$ cat config.mk
export PLATFORM = sky130hd
export DESIGN_NAME = uart_tx
export DESIGN_NICKNAME = d
export VERILOG_FILES = /design/src/rtl/uart_pkg.sv /design/src/rtl/uart_bit_timer.sv /design/src/rtl/uart_tx.sv
export SDC_FILE = /design/constraint.sdc
export NUM_CORES = 1
export LEC_CHECK = 0
export ABC_CLOCK_PERIOD_IN_PS = 4180
export CAP_MARGIN = 10
export CORE_UTILIZATION = 61
export CTS_BUF_LIST = sky130_fd_sc_hd__clkbuf_16
export CTS_CLUSTER_DIAMETER = 60
export CTS_CLUSTER_SIZE = 12
export DETAILED_ROUTE_END_ITERATION = 6
export HOLD_SLACK_MARGIN = 0.1
export PLACE_DENSITY = 0.87
export SKIP_LAST_GASP = 1
export SLEW_MARGIN = 30
export SYNTH_ARGS = -nofsm -noshare
export SYNTH_HDL_FRONTEND = slang
export SYNTH_SLANG_ARGS = --single-unit
$ cat constraint.sdc
create_clock -name clk -period 4.18 [get_ports clk]
set_input_delay 0.418 -clock clk [delete_from_list [all_inputs] [get_ports clk]]
set_output_delay 0.418 -clock clk [all_outputs]
set_load 0.005 [all_outputs]
$ cat src/rtl/uart_pkg.sv
// Definitions shared by the UART transmitter and receiver: FSM state encoding
// and the baud-rate divider constant.
package uart_pkg;

   localparam int DATA_W = 8;

   typedef enum logic [2:0] {
      IDLE      = 3'd0,
      START_BIT = 3'd1,
      DATA_BITS = 3'd2,
      STOP_BIT  = 3'd3,
      CLEAN_UP  = 3'd4
   } uart_state_e;

   function automatic int bit_cycles(input int freq, input int baud_rate);
      return freq / baud_rate;
   endfunction

endpackage

$ cat src/rtl/uart_bit_timer.sv
// Bit-period timer: while run is high it counts clocks and flags the last
// clock of each bit period, then restarts from zero on its own.
module uart_bit_timer #(
   parameter int BIT_CYCLES = 2500
) (
   input  logic clk,
   input  logic reset,
   input  logic clear,
   input  logic run,
   output logic bit_done
);

   localparam int CW = $clog2(2 * BIT_CYCLES);
   localparam logic [CW-1:0] LAST = CW'(BIT_CYCLES - 1);

   logic [CW-1:0] count_q;
   logic [CW-1:0] count_d;

   assign bit_done = run && (count_q == LAST);

   always_comb begin
      count_d = count_q;
      if (clear || bit_done) begin
         count_d = '0;
      end else if (run) begin
         count_d = count_q + CW'(1);
      end else begin
         count_d = count_q;
      end
   end

   always_ff @(posedge clk) begin
      if (reset) begin
         count_q <= '0;
      end else begin
         count_q <= count_d;
      end
   end

endmodule

$ cat src/rtl/uart_tx.sv
// 8N1 UART transmitter with a one-byte holding register so that a queued byte
// follows the current frame's stop bit with no idle gap.
module uart_tx
   import uart_pkg::*;
#(
   parameter int FREQ      = 24_000_000,
   parameter int BAUD_RATE = 9600,
   parameter int STOP_BITS = 1
) (
   input  logic              clk,
   input  logic              reset,
   input  logic              tx_start,
   input  logic [DATA_W-1:0] DATA_byte,
   output logic              tx_ready,
   output logic              tx_busy,
   output logic              done_tick,
   output logic              tx_serial
);

   localparam int BIT_CYCLES = bit_cycles(FREQ, BAUD_RATE);
   localparam int STOP_N = (STOP_BITS == 2) ? 2 : 1;
   localparam logic [2:0] STOP_LAST = 3'(STOP_N - 1);

   uart_state_e       state_q, state_d;
   logic [DATA_W-1:0] hold_data_q, hold_data_d;
   logic              hold_valid_q, hold_valid_d;
   logic [DATA_W-1:0] shifter_q, shifter_d;
   logic [2:0]        bit_idx_q, bit_idx_d;
   logic              frame_end_q, frame_end_d;
   logic              tx_serial_q, tx_serial_d;
   logic              tx_ready_q, tx_ready_d;
   logic              tx_busy_q, tx_busy_d;
   logic              done_tick_q, done_tick_d;

   logic accept;
   logic timer_clear;
   logic timer_run;
   logic bit_done;

   assign accept = tx_start && tx_ready_q;

   uart_bit_timer #(
      .BIT_CYCLES(BIT_CYCLES)
   ) u_bit_timer (
      .clk     (clk),
      .reset   (reset),
      .clear   (timer_clear),
      .run     (timer_run),
      .bit_done(bit_done)
   );

   always_comb begin
      state_d      = state_q;
      hold_data_d  = hold_data_q;
      hold_valid_d = hold_valid_q;
      shifter_d    = shifter_q;
      bit_idx_d    = bit_idx_q;
      frame_end_d  = 1'b0;
      timer_clear  = 1'b0;
      timer_run    = 1'b0;

      if (accept) begin
         hold_data_d  = DATA_byte;
         hold_valid_d = 1'b1;
      end else begin
         hold_valid_d = hold_valid_q;
      end

      case (state_q)
         IDLE: begin
            if (hold_valid_q) begin
               shifter_d    = hold_data_q;
               hold_valid_d = 1'b0;
               timer_clear  = 1'b1;
               state_d      = START_BIT;
            end else begin
               state_d = IDLE;
            end
         end
         START_BIT: begin
            timer_run = 1'b1;
            if (bit_done) begin
               bit_idx_d = 3'd0;
               state_d   = DATA_BITS;
            end else begin
               state_d = START_BIT;
            end
         end
         DATA_BITS: begin
            timer_run = 1'b1;
            if (bit_done) begin
               shifter_d = {1'b0, shifter_q[DATA_W-1:1]};
               if (bit_idx_q == 3'd7) begin
                  bit_idx_d = 3'd0;
                  state_d   = STOP_BIT;
               end else begin
                  bit_idx_d = bit_idx_q + 3'd1;
               end
            end else begin
               state_d = DATA_BITS;
            end
         end
         STOP_BIT: begin
            timer_run = 1'b1;
            // bit_idx doubles as the stop-bit counter for the two-stop-bit mode
            if (bit_done && (bit_idx_q == STOP_LAST)) begin
               frame_end_d = 1'b1;
               bit_idx_d   = 3'd0;
               if (hold_valid_q) begin
                  shifter_d    = hold_data_q;
                  hold_valid_d = 1'b0;
                  timer_clear  = 1'b1;
                  state_d      = START_BIT;
               end else begin
                  state_d = CLEAN_UP;
               end
            end else if (bit_done) begin
               bit_idx_d = bit_idx_q + 3'd1;
            end else begin
               state_d = STOP_BIT;
            end
         end
         CLEAN_UP: begin
            state_d = IDLE;
         end
         default: begin
            state_d = IDLE;
         end
      endcase

      tx_ready_d  = !hold_valid_d;
      done_tick_d = frame_end_q;
   end

   always_comb begin
      tx_serial_d = 1'b1;
      tx_busy_d   = 1'b0;
      case (state_q)
         IDLE: begin
            tx_serial_d = 1'b1;
            tx_busy_d   = 1'b0;
         end
         START_BIT: begin
            tx_serial_d = 1'b0;
            tx_busy_d   = 1'b1;
         end
         DATA_BITS: begin
            tx_serial_d = shifter_q[0];
            tx_busy_d   = 1'b1;
         end
         STOP_BIT, CLEAN_UP: begin
            tx_serial_d = 1'b1;
            tx_busy_d   = 1'b1;
         end
         default: begin
            tx_serial_d = 1'b1;
            tx_busy_d   = 1'b0;
         end
      endcase
   end

   always_ff @(posedge clk) begin
      if (reset) begin
         state_q      <= IDLE;
         hold_data_q  <= '0;
         hold_valid_q <= 1'b0;
         shifter_q    <= '0;
         bit_idx_q    <= 3'd0;
         frame_end_q  <= 1'b0;
         tx_serial_q  <= 1'b1;
         tx_ready_q   <= 1'b1;
         tx_busy_q    <= 1'b0;
         done_tick_q  <= 1'b0;
      end else begin
         state_q      <= state_d;
         hold_data_q  <= hold_data_d;
         hold_valid_q <= hold_valid_d;
         shifter_q    <= shifter_d;
         bit_idx_q    <= bit_idx_d;
         frame_end_q  <= frame_end_d;
         tx_serial_q  <= tx_serial_d;
         tx_ready_q   <= tx_ready_d;
         tx_busy_q    <= tx_busy_d;
         done_tick_q  <= done_tick_d;
      end
   end

   assign tx_serial = tx_serial_q;
   assign tx_ready  = tx_ready_q;
   assign tx_busy   = tx_busy_q;
   assign done_tick = done_tick_q;

endmodule

# After elaboration in Yosys (flattened, before gate mapping)
# Cells that the tools add are included.
[totals] register_bits=41 latch_bits=0 ramBits=0 romBits=0 input_bits=11 word_cells=71 mem_count=0
[op_classes] add_sub_neg=2 n_mul=0 n_div=0 n_lt_le_gt_ge=0 eq_ne=12 shifts=0 mux=29 n_bitwise=1 n_reduce_logical=16
[op_table] cell="3-bit 2-to-1 mux" count=10
[op_table] cell="8-bit 2-to-1 mux" count=3
[op_table] cell="8-bit one-hot mux with 3 select lines" count=1
[op_table] cell="13-bit by 1-bit adder with 13-bit output, second input constant" count=1
[op_table] cell="13-bit by 12-bit equality test with 1-bit output, second input constant" count=1
[op_table] cell="3-bit one-hot mux with 4 select lines" count=1
[op_table] cell="1-bit 2-to-1 mux" count=9
[op_table] cell="3-bit != test, second input constant" count=3
[op_table] cell="3-bit one-hot mux with 3 select lines" count=1
[op_table] cell="3-bit by 2-bit equality test with 1-bit output, second input constant" count=2
[op_table] cell="3-bit equality test, second input constant" count=2
[op_table] cell="3-bit logical NOT" count=2
[op_table] cell="2-bit != test, second input constant" count=3
[op_table] cell="1-bit one-hot mux with 2 select lines" count=3
[op_table] cell="3-bit nonzero test" count=2
[op_table] cell="4-bit AND reduction" count=1
[op_table] cell="2-bit OR reduction" count=2
[op_table] cell="4-bit OR reduction" count=1
[op_table] cell="3-bit by 1-bit adder with 3-bit output, second input constant" count=1
[op_table] cell="3-bit by 1-bit equality test with 1-bit output, second input constant" count=1
[op_table] cell="1-bit logical AND" count=3
[op_table] cell="3-bit AND reduction" count=1
[op_table] cell="3-bit OR reduction" count=1
[op_table] cell="2-bit 2-to-1 mux" count=1
[op_table] cell="other kinds (4)" count=4

# Logic depth before layout (Yosys ltp)
[depth] depth_word=9 mapped_depth=8 ltp_nobuf=7

# Cells and area by module
# A second synthesis with hierarchy kept.
[hier_totals] hier_cells=202 hier_area_um2=1844.3
[modules_own_cells] mod="uart_tx" n_inst=1 cells_each=135 area_each_um2=1252.5
[modules_own_cells] mod="uart_bit_timer" n_inst=1 cells_each=67 area_each_um2=591.8

# Least setup slack after synthesis
# Ideal clock, no wire load.
[synth_timing] kind="reg2reg" start="register state_q[2]" end="register bit_idx_q[1]" setup_time_ns=0.071 arrival_ns=1.798 slack_ns=2.312 stages_incl_launch_ff=7 synth_period_minus_slack_ns=1.868 cell_sequence="dfxtp_1 o21ba_4 nand2_4 or3_4 buf_6 or4_1 a21oi_1"
[synth_between] elab_chain_cells=7 word_cells_on_any_way=14 cone_classes="eq/ne: 6; mux: 3; reduce/logical: 5"
[synth_rtl] item="start, declared" line_no="uart_tx.sv:24" text="uart_state_e state_q, state_d;"
[synth_rtl] item="start signal, assigned" line_no="uart_tx.sv:175" text="state_q <= state_d;"
[synth_rtl] item="3-bit by 2-bit equality test with 1-bit output or 3-bit by 1-bit equality test with 1-bit output (tied branches)" line_no="uart_tx.sv:69" text="case (state_q)"
[synth_rtl] item="3-bit OR reduction (no source line)"
[synth_rtl] item="1-bit 2-to-1 mux" line_no="uart_tx.sv:69"
[synth_rtl] item="1-bit logical AND" line_no="uart_bit_timer.sv:19" text="assign bit_done = run && (count_q == LAST);"
[synth_rtl] item="1-bit logical AND" line_no="uart_tx.sv:106" text="if (bit_done && (bit_idx_q == STOP_LAST)) begin"
[synth_rtl] item="3-bit != test (no source line) or 3-bit 2-to-1 mux (tied branches)"
[synth_rtl] item="4-bit AND reduction (no source line) or 3-bit one-hot mux with 3 select lines (tied branches)"
[synth_rtl] item="end signal, assigned" line_no="uart_tx.sv:179" text="bit_idx_q <= bit_idx_d;"
[synth_rtl] item="end, declared" line_no="uart_tx.sv:28" text="logic [2:0] bit_idx_q, bit_idx_d;"
# Parallel ways exist; a longest one is shown, timed or not.
# A chain may end at the register's enable or synchronous reset.

# Final worst setup path
[layout_timing] start="register state_q[0]" end="register bit_idx_q[0]"
# Same word-level chain as after synthesis.

==> out/metrics.cfg <==
[run_status]
status = finished with violations
violations = DRC

[run]
drv_cap = 0

[place]
gp_congestion = 0.808
portBuffers = 14
place_hpwl_mm = 2.54
dp.cells = 253

[synthesis]
syn_area_um2 = 1880
synthTopCellsByCount = dfxtp_1, nand2_1, nor2_1, o21ai_0
synth-seq-area-share_pct = 43.7
synth_cells = 219
ys.flop_type = dfxtp_1
yosys.area_share.simple_pct = 25.0
yosysTopAreaCellShare_pct = 43.7
netlist-cell-type-count = 40
synth_compound_area_share_pct = 15.1
synth_seq_cells = 41
synth_area_per_cell_um2 = 8.58
yosysMostFrequentCell = dfxtp_1
ys_warn_count = 0
synthMuxAreaShare_pct = 4.33
synth_top_family_by_area = simple AND/OR/NAND/NOR gates
synth_top_cell_by_area = dfxtp_1
synth_fp_nets = 234
synth_edf_count = 0
async_reset_ff_share_pct = 0
synth_adder_area_share_pct = 2.66
synth_xor_area_share_pct = 5.60
synth.top_cells.by_area = dfxtp_1, nand2_1, nor2_1

[sta]
fin_crit_sh_pct = 50.7
fin_crit_ps = 2120
holdWs_ps = 457
tns_ps = 0
fmaxAchievable_mhz = 472
slew_headroom_pct = 63.6
hold_viol = 0
worst_pin_slew_ps = 547
finClkSkew_ps = 4.47
finalSetupViolations = 0
grt_setup_unrepaired = no
slew_viol_final = 0

[floorplanning]
placementRows = 19
core_area_um2 = 2830
die-height_um = 57.5
die_x_um = 57.5
die_area_um2 = 3300
start_util_pct = 66.4
io_pins = 15

[power]
p_leak_nw = 0.761
totalPowerFinal_mw = 0.856
ir_drop_mv = 0.336
comb_power_share_pct = 8.3
p_seq_share_pct = 48.3
powerDensity_nw_per_um2 = 399
p_sw_mw = 0.206
swShare_pct = 24.0
intPower_mw = 0.651
clock_power_share_pct = 43.4

[drt]
wl_met1_mm = 1.64
vias = 1568
met3_length_um = 153
routedWlPerCell_um = 14.9
wl_met2_mm = 1.97
wirelength_mm = 3.88
antenna_left = 0
drc = 2
drt_iter0_markers = 53
viasPerCell = 6.01
highest-signal-layer = met4
drtPass1Iterations = 6

[clocking]
cts_tree = yes
clk_path_buf_depth = 2
ctsHoldBuffers = 0
cts_resized = 0
post_cts_buffers = 0
insertion_delay_ps = 280
cts_htree_levels = 2
cts.clk_slew.worst_paths_ps = 60
clock-sinks = 41
cts_root_buffer = clkbuf_16
numCtsBuffers = 5

[critical_path]
ff2ff_setup_slack_ps = 2060
cp_slowest_cell = dfxtp_1
critical_path.max_stage_delay_ps = 590
crit_fanout = 14
crit_start = state_q[0]$_SDFFE_PP0P_
start_kind = flip-flop
r2r_start = state_q[0]$_SDFFE_PP0P_
crit_chain = o21ba_4 -> nand2_4 -> or3_4 -> or4_1 -> a21oi_1
endpoint = bit_idx_q[0]$_SDFFE_PP0P_
required_ps = 4390
worstSetupPathType = flip-flop to flip-flop
reg2reg_to = bit_idx_q[0]$_SDFFE_PP0P_
cp.arrival_ps = 2330
cp-end-kind = flip-flop
r2r_cells = 5

[global_route]
grt_use_total_pct = 25.9
grt_max_degree = 33
grt_pass1_vias = 1516
grt_pass1_wl_mm = 6.41
antenna_found_initial = 0
grt.overflow.total = 0

[finish]
n_antenna_cell = 0
ff_latch_area_um2 = 821
nFillCells = 204
area_growth_pct = 14.3
multiInputGateArea_um2 = 990
final-instance-count-excl-fill = 261
fin_nets = 244
drive_above_1_share_pct = 6.52

[min_path]
hold_path.class = flip-flop to flip-flop

## metrics by stage
step	worst slack, ps	cell area, um^2	utilization (%)
2_1_floorplan	2310	1880	-
3_3_place_gp	1830	2010	71.0
3_5_place_dp	1760	2010	71.0
4_1_cts	2010	2150	76.0
5_1_grt	1910	2150	75.9
6_report	2060	2150	75.9
## flip-flops by register name (all words and copies together), names as in the netlist
signal,count
bit_idx_q,3
tx_busy,1
hold_data_q,8
done_tick,1
hold_valid_q,1
state_q,3
tx_serial,1
u_bit_timer.count_q,13
done_tick_d,1
shifter_q,8
tx_ready,1
## layer usage
layer  GRT usage, %  up-vias
li1               -      778
met1           27.5      737
met2           45.7       38
met3           7.94       15
met4           13.6        0
met5              0        -
## power groups by stage
stage          logic (mW)  clock network [mW]  registers, mW
6_report           0.0711               0.371          0.414
5_1_grt            0.0782               0.386          0.416
4_1_cts            0.0712               0.372          0.414
3_5_place_dp       0.0697                   0          0.422
3_3_place_gp       0.0669                   0          0.421
2_1_floorplan      0.0511                   0          0.416
## area by class of cell
class | instances | share of cell area [%]
Timing Repair Buffer | 14 | 6.30
Clock buffer | 5 | 5.83
Clock inverter | 3 | 0.816
Tap cell | 31 | 1.81
Sequential cell | 41 | 38.3
Multi-Input combinational cell | 162 | 46.1
Inverter | 5 | 0.875
## worst min path at each step
stage / to / slack, ps / startpoint / cells past startpoint
2_1_floorplan: done_tick$_SDFF_PP0_ / 410 / done_tick_d$_SDFF_PP0_ / 1
3_3_place_gp: done_tick$_SDFF_PP0_ / 430 / done_tick_d$_SDFF_PP0_ / 1
3_5_place_dp: hold_data_q[7]$_SDFFE_PP0P_ / 450 / hold_data_q[7]$_SDFFE_PP0P_ / 2
4_1_cts: hold_data_q[7]$_SDFFE_PP0P_ / 460 / hold_data_q[7]$_SDFFE_PP0P_ / 2
5_1_grt: hold_data_q[2]$_SDFFE_PP0P_ / 480 / hold_data_q[2]$_SDFFE_PP0P_ / 2
6_report: hold_data_q[7]$_SDFFE_PP0P_ / 460 / hold_data_q[7]$_SDFFE_PP0P_ / 2
## logic make-up after synthesis
| kind of cell | count (synthesis) |
|---|---|
| adder cells (fa/ha/maj) | 4 |
| flip-flops | 41 |
| XOR/XNOR | 12 |
| buffers and inverters | 16 |
| AND/OR/NAND/NOR | 95 |
| AO/OA/AOI/OAI | 43 |
| multiplexers | 8 |
## critical path: cells and delay by family, from the launching register on
| family | cells | cell delay (ps) |
|---|---|---|
| flip-flops | 1 | 590 |
| AND/OR/NAND/NOR | 3 | 1030 |
| AO/OA/AOI/OAI | 2 | 420 |
## cells in the final DEF, fill, tap and decap left out, drive strengths merged, types with 2 or more instances in the layout
cell	synthesis	routed
dfxtp	41	41
nand2	34	34
nor2	22	22
o21ai	13	13
clkdlybuf4s50	0	13
nor2b	12	12
a21oi	12	12
o41ai	8	8
xor2	7	7
mux2i	7	7
inv	5	5
xnor2	5	5
clkbuf	8	5
nand3	4	4
ha	4	4
nand2b	3	3
nor3	3	3
and3	3	3
nand4	3	3
nor4	2	2
or4	2	2
a21o	2	2
o21bai	2	2
clkinv	0	2
No activity file was read; power rests on OpenSTA's default activity.
